--- config.mk ---
export PLATFORM = sky130hd
export DESIGN_NAME = effect_sample_sequencer
export DESIGN_NICKNAME = d
export VERILOG_FILES = /design/src/rtl/effect_sample_sequencer.sv
export SDC_FILE = /design/constraint.sdc
export NUM_CORES = 1
export LEC_CHECK = 0
export BUFFER_PORTS_ARGS = -buffer_cell sky130_fd_sc_hd__buf_2
export CAP_MARGIN = 10
export CORE_ASPECT_RATIO = 2
export CORE_MARGIN = 3
export CORE_UTILIZATION = 50
export CTS_BUF_LIST = sky130_fd_sc_hd__clkbuf_8
export DETAILED_ROUTE_END_ITERATION = 8
export PLACE_DENSITY_LB_ADDON = 0.2
export SLEW_MARGIN = 40
export SYNTH_ARGS = -nofsm -noshare
export SYNTH_HDL_FRONTEND = slang
export SYNTH_SLANG_ARGS = --single-unit
--- constraint.sdc ---
create_clock -name clk -period 3.03 [get_ports clk]
set_input_delay 0.303 -clock clk [delete_from_list [all_inputs] [get_ports clk]]
set_output_delay 0.303 -clock clk [all_outputs]
set_load 0.03 [all_outputs]
--- src/rtl/effect_sample_sequencer.sv ---
// effect_sample_sequencer: on each audio tick pops one input sample, runs it through the effect core and pushes the result.
// Build option SEQ_HOLD_LAST_EN: an underrun tick re-writes the last pushed sample instead of writing nothing.
module effect_sample_sequencer #(
    parameter int DATA_W         = 32,
    parameter int CNT_W          = 16,
    parameter int TIMEOUT_CYCLES = 64
) (
    input  logic              clk,
    input  logic              reset,
    input  logic              sample_tick,
    input  logic              enable,
    input  logic              cfg_bypass,
    input  logic              clear_status,
    input  logic              in_rdempty,
    output logic              in_rdreq,
    input  logic [DATA_W-1:0] in_q,
    output logic              fx_bypass,
    output logic [DATA_W-1:0] fx_input,
    output logic              fx_start,
    input  logic              fx_ready,
    input  logic [DATA_W-1:0] fx_out,
    input  logic              out_wrfull,
    output logic              out_wrreq,
    output logic [DATA_W-1:0] out_data,
    output logic              busy,
    output logic [CNT_W-1:0]  underrun_cnt,
    output logic [CNT_W-1:0]  overrun_cnt,
    output logic [CNT_W-1:0]  late_cnt,
    output logic              timeout_flag,
    output logic [1:0]        dbg_state
);

    localparam int TMR_W = (TIMEOUT_CYCLES > 2) ? $clog2(TIMEOUT_CYCLES) : 1;
    localparam logic [TMR_W-1:0] TMR_LAST = TMR_W'(TIMEOUT_CYCLES - 1);
    localparam logic [CNT_W-1:0] CNT_MAX  = '1;

    typedef enum logic [1:0] {
        ST_IDLE  = 2'd0,
        ST_READ  = 2'd1,
        ST_WAIT  = 2'd2,
        ST_WRITE = 2'd3
    } state_t;

    state_t            state_q, state_d;
    logic              rd_phase_q, rd_phase_d;
    logic              start_q, start_d;
    logic [TMR_W-1:0]  timer_q, timer_d;
    logic              fx_bypass_q, fx_bypass_d;
    logic [DATA_W-1:0] fx_input_q, fx_input_d;
    logic [DATA_W-1:0] raw_q, raw_d;
    logic [DATA_W-1:0] out_data_q, out_data_d;
    logic [DATA_W-1:0] last_sample_q, last_sample_d;
    logic [CNT_W-1:0]  underrun_q, underrun_d;
    logic [CNT_W-1:0]  overrun_q, overrun_d;
    logic [CNT_W-1:0]  late_q, late_d;
    logic              timeout_q, timeout_d;

    logic tick_en;
    logic underrun_inc;
    logic overrun_inc;
    logic late_inc;
    logic timeout_set;

    function automatic logic [CNT_W-1:0] cnt_next(input logic [CNT_W-1:0] cur,
                                                   input logic             inc,
                                                   input logic             clr);
        logic [CNT_W-1:0] nxt;
        nxt = cur;
        if (clr) begin
            nxt = '0;
        end else if (inc && (cur != CNT_MAX)) begin
            nxt = cur + CNT_W'(1);
        end
        return nxt;
    endfunction

    always_comb begin
        state_d       = state_q;
        rd_phase_d    = rd_phase_q;
        start_d       = 1'b0;
        timer_d       = timer_q;
        fx_bypass_d   = fx_bypass_q;
        fx_input_d    = fx_input_q;
        raw_d         = raw_q;
        out_data_d    = out_data_q;
        last_sample_d = last_sample_q;
        underrun_inc  = 1'b0;
        overrun_inc   = 1'b0;
        timeout_set   = 1'b0;
        tick_en       = sample_tick && enable;
        late_inc      = tick_en && (state_q != ST_IDLE);

        case (state_q)
            ST_IDLE: begin
                fx_bypass_d = cfg_bypass;
                if (tick_en) begin
                    if (in_rdempty) begin
                        underrun_inc = 1'b1;
`ifdef SEQ_HOLD_LAST_EN
                        out_data_d = last_sample_q;
                        state_d    = ST_WRITE;
`else
                        state_d    = ST_IDLE;
`endif
                    end else begin
                        rd_phase_d = 1'b0;
                        state_d    = ST_READ;
                    end
                end
            end
            // READ spans two cycles: the pop request, then the cycle in_q carries the popped word.
            ST_READ: begin
                if (!rd_phase_q) begin
                    rd_phase_d = 1'b1;
                end else begin
                    rd_phase_d = 1'b0;
                    fx_input_d = in_q;
                    raw_d      = in_q;
                    start_d    = 1'b1;
                    timer_d    = '0;
                    state_d    = ST_WAIT;
                end
            end
            ST_WAIT: begin
                if (fx_ready) begin
                    out_data_d = fx_out;
                    state_d    = ST_WRITE;
                end else if (timer_q == TMR_LAST) begin
                    timeout_set = 1'b1;
                    out_data_d  = raw_q;
                    state_d     = ST_WRITE;
                end else begin
                    timer_d = timer_q + TMR_W'(1);
                end
            end
            ST_WRITE: begin
                if (!out_wrfull) begin
                    last_sample_d = out_data_q;
                end else begin
                    overrun_inc = 1'b1;
                end
                state_d = ST_IDLE;
            end
            default: begin
                state_d = ST_IDLE;
            end
        endcase

        underrun_d = cnt_next(underrun_q, underrun_inc, clear_status);
        overrun_d  = cnt_next(overrun_q, overrun_inc, clear_status);
        late_d     = cnt_next(late_q, late_inc, clear_status);
        timeout_d  = clear_status ? 1'b0 : (timeout_q | timeout_set);
    end

    always_ff @(posedge clk) begin
        if (reset) begin
            state_q       <= ST_IDLE;
            rd_phase_q    <= 1'b0;
            start_q       <= 1'b0;
            timer_q       <= '0;
            fx_bypass_q   <= 1'b0;
            fx_input_q    <= '0;
            raw_q         <= '0;
            out_data_q    <= '0;
            last_sample_q <= '0;
            underrun_q    <= '0;
            overrun_q     <= '0;
            late_q        <= '0;
            timeout_q     <= 1'b0;
        end else begin
            state_q       <= state_d;
            rd_phase_q    <= rd_phase_d;
            start_q       <= start_d;
            timer_q       <= timer_d;
            fx_bypass_q   <= fx_bypass_d;
            fx_input_q    <= fx_input_d;
            raw_q         <= raw_d;
            out_data_q    <= out_data_d;
            last_sample_q <= last_sample_d;
            underrun_q    <= underrun_d;
            overrun_q     <= overrun_d;
            late_q        <= late_d;
            timeout_q     <= timeout_d;
        end
    end

    // Strobes are single-cycle, active-high, no back-pressure; they are masked while reset is
    // held so a sample abandoned by reset never pops, starts or pushes in the reset cycle.
    assign in_rdreq     = !reset && (state_q == ST_READ) && !rd_phase_q;
    assign fx_start     = !reset && start_q;
    assign out_wrreq    = !reset && (state_q == ST_WRITE) && !out_wrfull;
    assign fx_bypass    = fx_bypass_q;
    assign fx_input     = fx_input_q;
    assign out_data     = out_data_q;
    assign busy         = (state_q != ST_IDLE);
    assign underrun_cnt = underrun_q;
    assign overrun_cnt  = overrun_q;
    assign late_cnt     = late_q;
    assign timeout_flag = timeout_q;
    assign dbg_state    = state_q;

endmodule

# Yosys cells after proc, flatten, opt, wreduce, memory -nomap -nowiden
# Cells that the tools add are included.
# W data, S select, Z words.
# totals
reg_bits	124
inputBits	73
word_cells	80
# op_classes
add_sub_neg	4
eq_ne	13
muxes	25
bitwise_logic	2
n_reduce_logical	25
# ops
operator	count
$mux W32	2
$add A16 B1 Y16 const B	3
$ne A16 B16 Y1 const B	3
$mux W6	3
$mux W1	13
$pmux W6 S2	1
$logic_and A1 B1 Y1	10
$ne A2 B2 Y1 const B	5
$mux W2	4
$pmux W2 S4	1
$reduce_bool A2 Y1	4
$add A6 B1 Y6 const B	1
$eq A6 B6 Y1 const B	1
$reduce_and A3 Y1	2
$eq A2 B2 Y1 const B	2
$reduce_and A2 Y1	2
$reduce_and A4 Y1	1
$reduce_or A2 Y1	2
$logic_not A1 Y1	3
$ne A3 B3 Y1 const B	1
$eq A2 B1 Y1 const B	1
$logic_not A2 Y1	1
$pmux W1 S2	1
$not A1 Y1	1
$or A1 B1 Y1	1

# Depth between registers and ports, before layout
# Gate-level depths: netlist (run 1).
# depth
depth_word	5
mapped_depth	8

# Worst setup path after synthesis (run 1)
# Ideal clock, no wire load.
# synth_path
kind	register -> register
start	reg state_q[0] (netlist: dbg_state[0])
end	reg late_q[9] (netlist: late_cnt[9])
t_arrival_ns	2.349
setup_slack_ns	0.611
stages_incl_launch_ff	8
synth_period_minus_slack_ns	2.419
path_cell_list	dfxtp_1 > inv_1 > ha_1 > nand3b_2 > or4_1 > clkbuf_2 > or4_1 > a21oi_1
# synth_between
elab_chain_len	3
# synth_lines
element	line	source
start, declared	44	state_t state_q, state_d;
start signal, assigned	171	state_q <= state_d;
$reduce_bool A2 Y1	91	late_inc = tick_en && (state_q != ST_IDLE);
$logic_and A1 B1 Y1	91	
$logic_and A1 B1 Y1	71	end else if (inc && (cur != CNT_MAX)) begin
end signal, assigned	182	late_q <= late_d;
end, declared	55	logic [CNT_W-1:0] late_q, late_d;
# No other way between the ends.
# A chain may end at the register's enable or synchronous reset.

# Worst setup path in the final report (run 1)
# layout_path
start	reg state_q[1] (netlist: dbg_state[1])
end	reg late_q[9] (netlist: late_cnt[9])
# The elaborated chain is that of the path after synthesis.

==> results of run 1 <==
per-stage QoR:
| stage | total power, mW | cell area [sq um] |
|---|---|---|
| after floorplan | 2.37 | 5710 |
| after global placement | 2.61 | 6760 |
| after detailed placement | 2.63 | 6770 |
| after CTS | 4.26 | 7220 |
| after global routing | 4.40 | 7240 |
| final | 4.21 | 7240 |
cells in the final DEF, fill, tap and decap left out, drive strengths merged, types with 8 or more instances in the layout:
master,netlist,layout
buf,7,203
nand4,15,15
clkbuf,37,19
inv,12,13
nor2,24,24
or4,12,12
or3,18,18
nand3,21,21
mux2i,38,38
a21oi,99,99
nor4,10,10
dfxtp,124,124
ha,8,8
nand2,96,96
o31ai,10,10
nor3,11,11
a211oi,39,39
o21ai,19,19
power groups by stage:
stage	Sequential, mW	Clock [mW]	Combinational, mW
finish	1.77	1.61	0.831
detailed placement	1.80	0	0.830
global placement	1.80	0	0.815
floorplan	1.95	0	0.423
CTS	1.77	1.66	0.832
global route	1.78	1.72	0.900
flip-flops by register name (all words and copies together) (netlist names):
signal	count
dbg_state	2
fx_bypass	1
underrun_cnt	16
raw_q	32
late_cnt	16
timer_q	6
rd_phase_q	1
out_data	32
start_q	1
overrun_cnt	16
timeout_flag	1
area by class of cell:
| class | count | share of cell area (%) |
|---|---|---|
| Multi-Input combinational cell | 498 | 42.0 |
| Sequential cell | 124 | 34.3 |
| Timing Repair Buffer | 203 | 14.5 |
| Clock buffer | 19 | 3.61 |
| Clock inverter | 13 | 2.63 |
| Tap cell | 140 | 2.42 |
| Inverter | 12 | 0.622 |
logic make-up after synthesis:
| logic type | after synthesis |
|---|---|
| simple gates | 247 |
| flops | 124 |
| mux | 39 |
| xor+xnor | 2 |
| fa+ha+maj | 8 |
| buf+inv | 56 |
| compound gates | 202 |
critical path: stages, from the launching register on:
cell      delay [ns]
dfxtp_1         0.42
inv_1           0.09
ha_1            0.19
nand3b_2        0.28
or4_1           0.66
or4_1           0.51
a21oi_1         0.19
path summary, 6_finish.rpt:
path	end	cells after the start	start	slack (ns)
worst min register to register	raw_q[1]	2	raw_q[1]	0.47
worst min-delay path	raw_q[27]	3	in_q[27]	0.11
worst max register to register	late_cnt[9]	6	dbg_state[1]	0.61
worst max-delay path	late_cnt[9]	6	dbg_state[1]	0.61
layer usage:
metal,up-vias,routed length [um],global-route usage (%)
li1,2873,-,-
met1,2753,6070,27.0
met2,248,9200,48.6
met3,40,1180,7.56
met4,0,463,12.0
met5,-,0,0
==> results.toml, run 1 <==
[setup_path]
worst_ep_required_time_ns = 3.38
path_class = "reg -> reg"
critPathCaptureType = "flop"
critPathArrivalTime_ns = 2.77
path_max_fanout = 8
critPathLaunchType = "flop"

[logic_synthesis]
async_flop_share_pct = 0
syn_area_per_cell_sq_um = 8.42
synthMuxAreaShare_pct = 6.86
synth_top_family_by_area = "simple AND/OR/NAND/NOR gates"
ys_seq_elements = 124
synthCells = 678
ys.flop_type = "dfxtp_1"
synth-compound-area-share_pct = 21.8
yosysTopAreaCell = "dfxtp_1"
ys_top_cells_by_count = "124 x dfxtp_1, 99 x a21oi_1, 96 x nand2_1"
synth_warnings = 0
synth_top_area_share_pct = 43.5
yosys.area_share.xor_xnor_pct = 0.307
yosysSeqAreaShare_pct = 43.5
synth-edff-count = 0
synth_area_sq_um = 5710
synth-simple-area-share_pct = 22.0
synthesis.nets = 759
synthAdderAreaFrac_pct = 1.75
synth_area_leaders = "dfxtp_1 43%, a21oi_1 8.7%, mux2i_1 6.7%"
yosysMostFrequentCell = "dfxtp_1"
ys_types = 50

[clock_tree]
numCtsBuffers = 17
cts_hold_buf = 0
cts_root_buf = "clkbuf_8"
numClockSinks = 124
clk_latency_ns = 0.43
cts.path.max_buffers = 2
cts_resized = 0
cts_setup_buffers = 0
htreeDepth = 4
cts_tree = "done"
clk_pin_slew_worst_paths_ns = 0.07

[detailed_routing]
vias_per_cell = 5.86
finalWirelength_um = 16900
vias = 5914
postRouteAntennaNets = 0
drt_iter0_markers = 281
drc = 0
firstDrtPassIters = 9
wl_per_cell_um = 16.8

[sta]
rsz0062_at_grt = "no"
hold_violations = 0
clock_skew_ns = 0.0107
fin_crit_sh_pct = 79.9
worst_slack_ns = 0.608
setup_violations = 0
worst_slew_pin_slew_ns = 0.706
max_freq_mhz = 413
report.final.slew_viol_count = 0
relSlewSlack_pct = 52.5
fin_setup_tns_ns = 0
min_period_ns = 2.42
holdWs_ns = 0.109

[status]
status = "completed"

[global_route]
gr-total-overflow = 0
grt_max_degree = 84
grt_usage_pct = 26.6
grt_pass1_vias = 5794
grt_pass1_wl_um = 27000
antenna_found_initial = 0

[floorplanning]
fp.dieArea_sq_um = 12800
die_w_um = 81.6
top_level_ports = 193
initial_utilization_pct = 51.8
row_count = 54
coreArea_sq_um = 11000
die_h_um = 157

[final_layout]
drive_gt1_share_pct = 28.1
instances_no_fill = 1009
multi_input_area_sq_um = 3040
syn2layout_area_growth_pct = 26.8
seqCellArea_sq_um = 2480
nNetsFinal = 937
diodes = 0
nFillCells = 970
utilization_pct = 65.7

[power]
peakVddDrop_mv = 0.401
swShare_pct = 30.2
clockPowerShare_pct = 38.2
p_seq_share_pct = 42.0
p_int_mw = 2.94
cellPowerDensity_nw_per_um2 = 582
leakage_nw = 2.95
power_switching_mw = 1.27
combPwrFrac_pct = 19.7

[placed_design]
dpl_worst_slack_ns = 0.639
numPortBuffers = 192
place.gp.congestion = 0.867
place_hpwl_um = 12400
dp.cells = 977

[min_path]
hp-class = "in -> reg"

[run]
cap_violations = 0
No activity file was read; power rests on OpenSTA's default activity.
==> run 2: changes to the inputs <==
Clock period 3.03 ns to 2.4 ns, I/O delays scaled along.
==> results.toml, run 2 (same netlist as run 1, synthesis figures left out) <==
[final_layout]
drive_gt1_share_pct = 28.7
final_common_cell = "buf_2"
instances_no_fill = 1018
nNetsFinal = 946
syn2layout_area_growth_pct = 27.2
final_cell_mix = "192 x buf_2, 123 x dfxtp_1, 99 x a21oi_1, 96 x nand2_1, 39 x a211oi_1"
diodes = 0

[min_path]
hp-class = "in -> reg"
hold_end = "raw_q[24]"
holdPathStages = 3
hold_path.startpoint = "in_q[24]"

[sta]
relSlewSlack_pct = 63.9
max_freq_mhz = 439
fin_setup_tns_ns = 0
min_period_ns = 2.28
setup_violations = 0
clock_skew_ns = 0.0117
fin_crit_sh_pct = 94.9
worst_slew_pin_slew_ns = 0.527
rsz0062_at_grt = "no"
hold_violations = 0
holdWs_ns = 0.0292
report.final.slew_viol_count = 0

[power]
leakage_nw = 2.98
peakVddDrop_mv = 0.546
cellPowerDensity_nw_per_um2 = 719

[setup_path]
cpMaxStageDelayCell = "or4_1"
worst_ep_required_time_ns = 2.77
reg2reg_to = "late_cnt[9]"
critPathCaptureType = "flop"
reg2reg_depth = 6
slowest_delay_ns = 0.64
cp_common_cell = "or4_1"
critPathLaunchType = "flop"
reg2reg_slack_ns = 0.12
r2r_start = "dbg_state[1]"
path_cells = "inv_1, ha_1, nand3b_2, or4_1, or4_1, a21oi_1"
critPathArrivalTime_ns = 2.65
path_max_fanout = 6
path_class = "reg -> reg"

[detailed_routing]
drc = 0
postRouteAntennaNets = 0
firstDrtPassIters = 7
wl_per_cell_um = 16.5
vias_per_cell = 5.79
drt_iter0_markers = 192
finalWirelength_um = 16800
vias = 5896

[clock_tree]
cts.path.max_buffers = 2
cts_tree = "done"
clk_pin_slew_worst_paths_ns = 0.08
numClockSinks = 124
cts_root_buf = "clkbuf_8"
clk_latency_ns = 0.44
numCtsBuffers = 17
htreeDepth = 4

[global_route]
antenna_found_initial = 0
grt_max_degree = 52
grt_pass1_vias = 5768
grt_usage_pct = 26.3
grt_pass1_wl_um = 26500
gr-total-overflow = 0

[floorplanning]
coreArea_sq_um = 11000
row_count = 54
initial_utilization_pct = 51.8
die_h_um = 157
top_level_ports = 193
fp.dieArea_sq_um = 12800
die_w_um = 81.6

[placed_design]
dp.cells = 986
place_hpwl_um = 12500
place.gp.congestion = 0.857
numPortBuffers = 192

[run]
cap_violations = 0

[status]
status = "completed"
[run 2: through the flow]
step / power (mW) / cell area [sq um] / utilization (%) / setup slack (ns)
after detailed placement: 3.35 / 6830 / 62.0 / 0.137
after global routing: 5.46 / 7260 / 65.9 / 0.00573
after floorplan: 3.00 / 5710 / - / 0.00829
after global placement: 3.31 / 6830 / 62.0 / 0.213
after CTS: 5.27 / 7250 / 65.9 / 0.130
final: 5.22 / 7260 / 65.9 / 0.123
[run 2: how the worst max path moves through the flow]
stage | cells after the start | start | to
floorplan | 7 | dbg_state[1] | late_cnt[9]
finish | 6 | dbg_state[1] | late_cnt[9]
detailed placement | 6 | dbg_state[1] | late_cnt[9]
global placement | 6 | dbg_state[1] | late_cnt[9]
global route | 6 | dbg_state[1] | late_cnt[15]
CTS | 6 | dbg_state[1] | late_cnt[9]
[run 2: final cells by class]
cell class / instances / area (sq um)
fillers: 983 / 3750
multi-input cells: 498 / 3020
clock inverters: 11 / 134
well taps: 140 / 175
clock buffers: 21 / 289
repair buffers: 212 / 1110
inverters: 12 / 45.0
flip-flops and latches: 124 / 2480
[run 2: where the power goes]
group | switching, mW | leakage, nW | internal [mW] | total (mW)
clock network | 0.871 | 0.201 | 1.04 | 1.92
registers | 0.0735 | 1.00 | 2.16 | 2.24
logic | 0.701 | 1.78 | 0.366 | 1.07
total | 1.65 | 2.98 | 3.57 | 5.22
[run 2: timing repair]
| action | in CTS | in global routing |
|---|---|---|
| endpoints found under the setup margin | 0 | 1 |
| buffers inserted | 0 | 0 |
| hold buffers | 0 | 0 |
| gates resized for setup | 0 | 1 |
[run 2: layer usage]
layer,part of all wire [%],GRT usage [%]
met1,36,26.0
met2,54,48.9
met3,6.9,7.16
met4,2.8,12.2
met5,0,0
[run 2: critical path: cells and delay by family, from the launching register on]
family,cells,cell delay (ns)
AOI/OAI and AO/OA,1,0.14
buffers and inverters,1,0.10
DFF,1,0.41
adders and majority gates,1,0.20
and+or+nand+nor,3,1.38
